`src/rtl/mc_pkg.sv`:
```
// mc_pkg: shared types and encodings for the multi-cycle MIPS sequencer.
//   state_t  - sequencer steps (3-bit)
//   iclass_t - decoded instruction class consumed by the FSM
//   opcode/funct constants and datapath select codes (NPCOp/ALUOp/ALU_Bop/A3op/REGop)
package mc_pkg;

  typedef enum logic [2:0] {FETCH, DECODE, EXE, MEM, WB, HALT} state_t;

  typedef enum logic [3:0] {
    C_ADDU, C_SUBU, C_ORI, C_LUI, C_LW, C_SW, C_BEQ, C_J, C_JAL, C_JR, C_ILLEGAL
  } iclass_t;

  localparam logic [5:0] OP_RTYPE = 6'h00;
  localparam logic [5:0] OP_J     = 6'h02;
  localparam logic [5:0] OP_JAL   = 6'h03;
  localparam logic [5:0] OP_BEQ   = 6'h04;
  localparam logic [5:0] OP_ORI   = 6'h0D;
  localparam logic [5:0] OP_LUI   = 6'h0F;
  localparam logic [5:0] OP_LW    = 6'h23;
  localparam logic [5:0] OP_SW    = 6'h2B;
  localparam logic [5:0] FN_JR    = 6'h08;
  localparam logic [5:0] FN_ADDU  = 6'h21;
  localparam logic [5:0] FN_SUBU  = 6'h23;

  localparam logic [2:0] NPC_PC4 = 3'd0;
  localparam logic [2:0] NPC_BEQ = 3'd1;
  localparam logic [2:0] NPC_J   = 3'd2;
  localparam logic [2:0] NPC_JR  = 3'd3;

  localparam logic [3:0] ALU_ADD = 4'd0;
  localparam logic [3:0] ALU_SUB = 4'd1;
  localparam logic [3:0] ALU_OR  = 4'd2;
  localparam logic [3:0] ALU_LUI = 4'd3;

  localparam logic [1:0] BOP_RT  = 2'd0;
  localparam logic [1:0] BOP_IMM = 2'd1;

  localparam logic [1:0] A3_RT = 2'd0;
  localparam logic [1:0] A3_RD = 2'd1;
  localparam logic [1:0] A3_RA = 2'd2;

  localparam logic [1:0] REG_ALU = 2'd0;
  localparam logic [1:0] REG_MEM = 2'd1;
  localparam logic [1:0] REG_PC  = 2'd2;

  // {ALUOp, ALU_Bop, ZeroEXT} for the execute/memory steps of a class
  function automatic logic [6:0] alu_ctl(input iclass_t c);
    logic [6:0] r;
    r = {ALU_ADD, BOP_RT, 1'b0};
    case (c)
      C_SUBU, C_BEQ: r = {ALU_SUB, BOP_RT, 1'b0};
      C_ORI:         r = {ALU_OR, BOP_IMM, 1'b1};
      C_LUI:         r = {ALU_LUI, BOP_IMM, 1'b0};
      C_LW, C_SW:    r = {ALU_ADD, BOP_IMM, 1'b0};
      default:       r = {ALU_ADD, BOP_RT, 1'b0};
    endcase
    return r;
  endfunction

endpackage

```
`src/rtl/mc_decode.sv`:
```
// mc_decode: combinational opcode/funct -> instruction class.
//   opcode, funct : IR fields
//   cls           : decoded class, C_ILLEGAL for anything unsupported
module mc_decode
  import mc_pkg::*;
(
  input  logic [5:0] opcode,
  input  logic [5:0] funct,
  output iclass_t    cls
);

  always_comb begin
    cls = C_ILLEGAL;
    case (opcode)
      OP_RTYPE: begin
        case (funct)
          FN_ADDU: cls = C_ADDU;
          FN_SUBU: cls = C_SUBU;
          FN_JR:   cls = C_JR;
          default: cls = C_ILLEGAL;
        endcase
      end
      OP_ORI:  cls = C_ORI;
      OP_LUI:  cls = C_LUI;
      OP_LW:   cls = C_LW;
      OP_SW:   cls = C_SW;
      OP_BEQ:  cls = C_BEQ;
      OP_J:    cls = C_J;
      OP_JAL:  cls = C_JAL;
      default: cls = C_ILLEGAL;
    endcase
  end

endmodule

```
`src/rtl/mc_controller.sv`:
```
// mc_controller: multi-cycle FETCH/DECODE/EXE/MEM/WB sequencer for the MIPS datapath.
//   clk, reset (async, active low)
//   opcode/funct/zero        : from datapath
//   mem_ready / mem_req      : unified memory handshake, MemWrite for stores
//   pc_write/ir_write/RegWrite and NPCOp/ALUOp/ALU_Bop/ZeroEXT/A3op/REGop : datapath controls
//   instr_done/illegal       : per-instruction pulses, halted: memory timeout level
module mc_controller
  import mc_pkg::*;
#(
  parameter int TIMEOUT_CYC = 255,
  parameter int CNT_W       = 8
) (
  input  logic       clk,
  input  logic       reset,
  input  logic [5:0] opcode,
  input  logic [5:0] funct,
  input  logic       zero,
  input  logic       mem_ready,
  output logic       mem_req,
  output logic       MemWrite,
  output logic       pc_write,
  output logic       ir_write,
  output logic       RegWrite,
  output logic [2:0] NPCOp,
  output logic [3:0] ALUOp,
  output logic [1:0] ALU_Bop,
  output logic       ZeroEXT,
  output logic [1:0] A3op,
  output logic [1:0] REGop,
  output logic       instr_done,
  output logic       illegal,
  output logic       halted
);

  state_t           state, nxt;
  iclass_t          cls;
  logic [CNT_W-1:0] wait_cnt;
  logic             mem_phase, expire;

  // all controls packed so the reset gate is a single AND
  logic [21:0] ctl;

  mc_decode u_dec (.opcode(opcode), .funct(funct), .cls(cls));

  assign mem_phase = (state == FETCH) || (state == MEM);
  // a completing access in the last allowed cycle beats the timeout
  assign expire    = (TIMEOUT_CYC != 0) && mem_phase && !mem_ready &&
                     (wait_cnt == CNT_W'(TIMEOUT_CYC));

  always_comb begin
    logic       c_req, c_mw, c_pcw, c_irw, c_rw, c_done, c_ill, c_halt;
    logic [2:0] c_npc;
    logic [6:0] c_alu;
    logic [1:0] c_a3, c_reg;
    c_req = 1'b0; c_mw = 1'b0; c_pcw = 1'b0; c_irw = 1'b0; c_rw = 1'b0;
    c_done = 1'b0; c_ill = 1'b0; c_halt = 1'b0;
    c_npc = NPC_PC4; c_alu = '0; c_a3 = A3_RT; c_reg = REG_ALU;
    nxt = state;
    case (state)
      FETCH: begin
        c_req = 1'b1;
        if (mem_ready) begin
          c_irw = 1'b1;
          c_pcw = 1'b1;
          nxt   = DECODE;
        end else if (expire) nxt = HALT;
      end
      DECODE: begin
        nxt = EXE;
        case (cls)
          C_J:   begin c_pcw = 1'b1; c_npc = NPC_J; c_done = 1'b1; nxt = FETCH; end
          C_JAL: begin
            c_pcw = 1'b1; c_npc = NPC_J; c_rw = 1'b1; c_a3 = A3_RA; c_reg = REG_PC;
            c_done = 1'b1; nxt = FETCH;
          end
          C_JR:  begin c_pcw = 1'b1; c_npc = NPC_JR; c_done = 1'b1; nxt = FETCH; end
          // PC was already advanced in FETCH, so an illegal op just retires
          C_ILLEGAL: begin c_ill = 1'b1; c_done = 1'b1; nxt = FETCH; end
          default: nxt = EXE;
        endcase
      end
      EXE: begin
        c_alu = alu_ctl(cls);
        if (cls == C_BEQ) begin
          c_pcw = zero; c_npc = NPC_BEQ; c_done = 1'b1; nxt = FETCH;
        end else if (cls == C_LW || cls == C_SW) nxt = MEM;
        else nxt = WB;
      end
      MEM: begin
        c_req = 1'b1;
        c_mw  = (cls == C_SW);
        c_alu = alu_ctl(cls);   // address must stay valid while memory stalls
        if (mem_ready) begin
          if (cls == C_SW) begin c_done = 1'b1; nxt = FETCH; end
          else nxt = WB;
        end else if (expire) nxt = HALT;
      end
      WB: begin
        c_rw = 1'b1; c_done = 1'b1; nxt = FETCH;
        if (cls == C_ADDU || cls == C_SUBU) c_a3 = A3_RD;
        if (cls == C_LW) c_reg = REG_MEM;
      end
      HALT: c_halt = 1'b1;
      default: nxt = FETCH;
    endcase
    ctl = {c_req, c_mw, c_pcw, c_irw, c_rw, c_npc, c_alu, c_a3, c_reg, c_done, c_ill, c_halt};
  end

  // nothing may leak to the datapath while reset is held, even combinationally
  assign {mem_req, MemWrite, pc_write, ir_write, RegWrite, NPCOp, ALUOp, ALU_Bop, ZeroEXT,
          A3op, REGop, instr_done, illegal, halted} = reset ? ctl : '0;

  always_ff @(posedge clk or negedge reset) begin
    if (!reset) begin
      state    <= FETCH;
      wait_cnt <= '0;
    end else begin
      state    <= nxt;
      wait_cnt <= (mem_phase && !mem_ready && !expire) ? wait_cnt + 1'b1 : '0;
    end
  end

endmodule

```
`config.mk`:
```
export PLATFORM = sky130hd
export DESIGN_NAME = mc_controller
export DESIGN_NICKNAME = d
export VERILOG_FILES = /design/src/rtl/mc_pkg.sv /design/src/rtl/mc_decode.sv /design/src/rtl/mc_controller.sv
export SDC_FILE = /design/constraint.sdc
export NUM_CORES = 1
export LEC_CHECK = 0
export BUFFER_PORTS_ARGS = -buffer_cell sky130_fd_sc_hd__buf_2
export CAP_MARGIN = 5
export CORE_ASPECT_RATIO = 1.5
export CORE_MARGIN = 2
export CORE_UTILIZATION = 55
export DETAILED_ROUTE_END_ITERATION = 10
export PLACE_DENSITY = 0.89
export SYNTH_ARGS = -nofsm -noshare
export SYNTH_HDL_FRONTEND = slang
export SYNTH_SLANG_ARGS = --single-unit
```
`constraint.sdc`:
```
create_clock -name clk -period 4.1 [get_ports clk]
set_input_delay 0.615 -clock clk [delete_from_list [all_inputs] [get_ports clk]]
set_output_delay 0.615 -clock clk [all_outputs]
set_load 0.01 [all_outputs]
```
=== Word-level counts from Yosys, hierarchy flattened ===
Index checks and enable logic that the tools add are counted.

* Input bits: 16
* Word-level logic and storage cells: 86
* Output and inout port bits: 22
* Register bits: 11

* Add/subtract/negate cells: 1
* Equal/unequal tests: 26
* Reductions and logical operators: 18
* Mux-type cells: 39

{| class="wikitable"
|+ Operators with widths
! cell !! count
|-
| case mux 4 bit (8 select lines) || 1
|-
| equality test 6 bit (second input constant) || 4
|-
| 2-to-1 mux 22 bit || 1
|-
| case mux 5 bit (4 select lines) || 1
|-
| equality test 6 x 4 -> 1 bit (second input constant) || 3
|-
| 2-to-1 mux 3 bit || 6
|-
| 2-to-1 mux 1 bit || 17
|-
| equality test 4 x 3 -> 1 bit (second input constant) || 4
|-
| case mux 2 bit (2 select lines) || 4
|-
| case mux 3 bit (5 select lines) || 1
|-
| equality test 4 bit (second input constant) || 3
|-
| equality test 6 x 2 -> 1 bit (second input constant) || 2
|-
| case mux 4 bit (3 select lines) || 1
|-
| OR reduction 2 bit || 5
|-
| adder 8 x 1 -> 8 bit (second input constant) || 1
|-
| equality test 4 x 2 -> 1 bit (second input constant) || 2
|-
| equality test 8 bit (second input constant) || 1
|-
| 2-to-1 mux 8 bit || 1
|-
| equality test 3 x 2 -> 1 bit (second input constant) || 2
|-
| equality test 3 bit (second input constant) || 2
|-
| equality test 6 x 3 -> 1 bit (second input constant) || 1
|-
| logical NOT 6 bit || 1
|-
| 2-to-1 mux 5 bit || 1
|-
| equality test 4 x 1 -> 1 bit (second input constant) || 1
|-
| other kinds (12) || 18
|}

=== Logic depth before layout (Yosys ltp) ===
* Word-level depth: 8
* Depth in mapped cells: 7
* Depth with buffers taken out: 6

=== By module ===
Synthesis repeated with hierarchy kept, for this count alone.

* Cell total of the unflattened synthesis: 146
* Area, all modules: 1,176.1 sq um

{| class="wikitable"
|+ Modules (own cells, without submodules)
! module !! sequential area each (sq um) !! times used !! area an instance (sq um) !! cells an instance
|-
| mc_controller || 275.3 || 1 || 958.4 || 110
|-
| mc_decode || 0.0 || 1 || 217.7 || 36
|}

=== Least setup slack after synthesis ===
OpenSTA, ideal clock, no wires.

* Kind: input-to-output
* From: input opcode[1]
* To: output REGop[1]
* Buffers on the path: 2
* Arrival time: 1.838 ns
* Setup slack: 1.647 ns
* Stages: 7
* Data required time: 3.485 ns
* Cell sequence: buf_6 > nor2_1 > a21boi_0 > o21a_1 > o21ai_1 > nor2_1 > buf_4

* Longest elaborated chain between the ends: 6
* Elaborated cells on any way between the ends: 13
* Classes of those cells: 8 x eq/ne; 4 x mux; 1 x reduce/logical

{| class="wikitable"
|+ RTL lines
! item !! RTL line !! source
|-
| start: declaration || mc_controller.sv:15 || <nowiki>input logic [5:0] opcode,</nowiki>
|-
| equality test 6 x 2 -> 1 bit (tied with other cells) || mc_decode.sv:14 || <nowiki>case (opcode)</nowiki>
|-
| case mux 4 bit (8 select lines) (*) || mc_decode.sv:14 ||
|-
| equality test 4 bit (*) || mc_controller.sv:70 || <nowiki>case (cls)</nowiki>
|-
| 2-to-1 mux 2 bit (*) || mc_controller.sv:70 ||
|-
| case mux 2 bit (2 select lines) (*) || mc_controller.sv:59 || <nowiki>case (state)</nowiki>
|-
| 2-to-1 mux 22 bit (*) || mc_controller.sv:111 || <nowiki>A3op, REGop, instr_done, illegal, halted} = reset ? ctl : '0;</nowiki>
|-
| end: declaration || mc_controller.sv:29 || <nowiki>output logic [1:0] REGop,</nowiki>
|}

Every way passes the cells marked *; elsewhere a longest branch is shown, timed or not.

=== Worst setup path in the final report ===
* From: input opcode[3]
* To: output pc_write

* Longest elaborated chain between the ends: 7
* Elaborated cells on any way between the ends: 18
* Classes of those cells: 11 x eq/ne; 5 x mux; 2 x reduce/logical

{| class="wikitable"
|+ RTL lines
! item !! RTL line !! source
|-
| equality test 6 x 2 -> 1 bit (tied with other cells) || mc_decode.sv:14 ||
|-
| case mux 4 bit (8 select lines) (*) || mc_decode.sv:14 ||
|-
| equality test 4 bit or equality test 4 x 3 -> 1 bit (tied branches) || mc_controller.sv:70 ||
|-
| OR reduction 3 bit (no source line) || -- ||
|-
| 2-to-1 mux 1 bit || mc_controller.sv:70 ||
|-
| case mux 1 bit (3 select lines) (*) || mc_controller.sv:59 ||
|-
| 2-to-1 mux 22 bit (*) || mc_controller.sv:111 ||
|-
| end: declaration || mc_controller.sv:21 || <nowiki>output logic pc_write,</nowiki>
|}

Marks and branches as above.

==> metrics.md <==
| Metric | Value |
|---|---|
| Run status | finished clean |
| Clock Sinks | 11 |
| Commonest non-fill, non-tap cell in the layout | buf_2 |
| Largest net degree at the start of global routing | 17 |
| Internal power | a little under 0.0002 W |
| FF-to-FF End | wait_cnt[7]$_DFF_PN0_ |
| Combinational share of power | 0.335 |
| Ys flop type | dfrtp_1 |
| Nets@finish | 196 |
| Chip width | approximately 43 um |
| Max Slew Vio Count | 0 |
| RSZ-0062 raised after global routing | no |
| Crit start category | input pin |
| Ys Warns | 0 |
| Net switching power | about 0.00012 W |
| Place WS | between 1000 and 1500 ps |
| Setup tns final | 0 ps |
| Area grow syn2layout | 7.96% |
| Clock root buffer | clkbuf_4 |
| Reg2reg path depth | 3 |
| Clk pin slew, worst setup/hold paths | 70 ps |
| Post-synthesis sequential area ratio | 0.219 |
| Synth async-reset ratio | 1.00 |
| EDFF count, synth | 0 |
| Placed instance area | around 0.0013 mm^2 |
| CTS Hold Bufs | 0 |
| # H-tree levels | 1 |
| Min cycle time layout | around 2700 ps |
| Synth cell types | 53 |
| Sequential share of power | 0.423 |
| Critical Path End Type | output port |
| Crit path from | opcode[3] |
| PostCTS Resize Cnt | 0 |
| PnR worst setup slack | approximately 1400 ps |
| Synth Instances | approximately 150 |
| Worst skew pair latency | roughly 280 ps |
| WHS | roughly 210 ps |
| Hold Violations, Final | 0 |
| Final worst-path cycle share | 0.669 |
| Design Power | about 0.00031 W |
| Num CTS Buffers | 3 |
| Post-route antenna net violation count | 0 |
| Critical Path Sink | pc_write |
| Post-Route WL | 2930 um |
| Global route overflow | 0 |
| Final HPWL DP | between 2000 and 2500 um |
| Ports | 38 |
| Initial antenna violation count | 0 |
| FF+latch count, synth | 11 |
| Via count | 1188 |
| Drt initial violations | 41 |
| Core Footprint | 0.00221 mm^2 |
| Flop-to-flop setup slack | ~2400 ps |
| Critical Path Fanout Max | 12 |
| Height of the die | approximately 63 um |
| Cell Area, Synth | between 0.001 and 0.0015 mm^2 |
| Final setup skew | between 7 and 8 ps |
| Fmax | about 360 MHz |
| Vias per cell | around 5.9 |
| Max_cap viols | 0 |
| Clk pwr share | 0.242 |
| PwrDens | ~230 mW/mm^2 |
| First-pass DRT Iterations | 4 |
| Most frequent cells in the layout | buf_2 (33), nor2_1 (20), nand2_1 (11), dfrtp_1 (11), nand3_1 (8) |
| I/O Buffers | 33 |
| Leak | 0.592 nW |
| Kind of critical path | input pin to output port |
| GP Congestion | 0.910 |
| CTS Buffer Depth | 2 |
| Share of post-route cells with drive strength above 1 | 0.287 |
| CTS tree | yes |
| Drt wl/cell | ~15 um |
| First-pass GRT wire length | between 4000 and 5000 um |
| Number of diodes | 0 |
| CP Data Required Time | 3480 ps |
| HP Class | input pin to asynchronous set/reset pin |
| Std-Cell Rows | 21 |
| Die area | between 0.002 and 0.003 mm^2 |
| Vias in the first global route | 1175 |
| # setup viols final | 0 |
| Sw frac | 0.374 |
| WP data arrival | ~2100 ps |
| Total track usage | 0.229 |
| # Post-CTS Setup Buffers | 0 |
| Starting Density | 0.570 |
| Worst VDD drop | approximately 0.17 mV |
| DRC viols | 0 |
| Syn Area/Cell | 8.17 um^2 |
| Filler cells | about 210 |
| FF-to-FF Start | state[0]$_DFFE_PN0P_ |
| Final non-filler cell area | roughly 0.0014 mm^2 |
## worst min path at each step
| stage | end | cells after the start |
|---|---|---|
| 2_1_floorplan | state[0]$_DFFE_PN0P_ | 0 |
| 3_3_place_gp | wait_cnt[0]$_DFF_PN0_ | 1 |
| 3_5_place_dp | wait_cnt[0]$_DFF_PN0_ | 1 |
| 4_1_cts | wait_cnt[4]$_DFF_PN0_ | 1 |
| 5_1_grt | wait_cnt[4]$_DFF_PN0_ | 1 |
| 6_report | wait_cnt[4]$_DFF_PN0_ | 1 |
## sequential cells by signal (all words and copies together), names as in the netlist
register / count
wait_cnt: 8
state: 3
## Yosys cell counts, types with 2 or more instances
cell       n  area, um^2
nor2_1    20        75.1
dfrtp_1   11         275
nand2_1   11        41.3
nand3_1    8        40.0
nor3_1     7        35.0
a21oi_1    6        30.0
buf_4      6        45.0
buf_6      5        56.3
inv_1      5        18.8
o21ai_0    5        25.0
xnor2_1    5        43.8
nand3b_1   4        30.0
nor4_1     4        25.0
xor2_1     4        35.0
a31oi_1    3        18.8
clkbuf_1   3        11.3
nor2b_1    3        18.8
and2b_2    2        17.5
and3_1     2        12.5
nand4b_1   2        17.5
nor3b_1    2        15.0
o21a_1     2        15.0
o21ai_1    2        10.0
o31ai_1    2        15.0
or2b_2     2        17.5
## logic make-up after synthesis
logic type | count (synthesis) | synth area share
flops | 11 | 0.219
fa+ha+maj | 1 | 0.00995
xor+xnor | 9 | 0.0627
buf+inv | 21 | 0.119
compound gates | 33 | 0.205
other cells | 1 | 0.00298
simple gates | 78 | 0.381
## area by class of cell
cell class | count | area, um^2 | share of cell area
repair buffers | 33 | 165 | 0.122
clock buffers | 4 | 26.3 | 0.0194
multi-input cells | 125 | 843 | 0.621
well taps | 23 | 28.8 | 0.0212
inverters | 5 | 18.8 | 0.0138
flip-flops and latches | 11 | 275 | 0.203
## power by group through the flow
stage,Sequential [W],Clock (W),Combinational [W]
floorplan,0.000123,0,0.0000941
global placement,0.000132,0,0.0000995
detailed placement,0.000133,0,0.000104
CTS,0.000131,0.0000788,0.000105
global route,0.000134,0.0000821,0.000113
finish,0.000131,0.0000754,0.000104
## critical path, cell delays in order
cell      delay (ps)
buf_2            180
nor4_4           430
nand3_1          150
o22ai_2          260
a21oi_2          110
a211oi_2         230
buf_2            160
## through the flow
step                      utilization  cells
after floorplan                     -    157
after global placement          0.603    197
after detailed placement        0.603    197
after CTS                       0.615    201
after global routing            0.615    201
final                           0.615    201
## layer usage
metal,up-vias,GRT usage,part of all wire
met5,-,0,0
met4,0,0.140,0.026
met3,7,0.0289,0.031
met2,29,0.441,0.58
met1,556,0.213,0.36
li1,596,-,-
No activity file was read; power rests on OpenSTA's default activity.
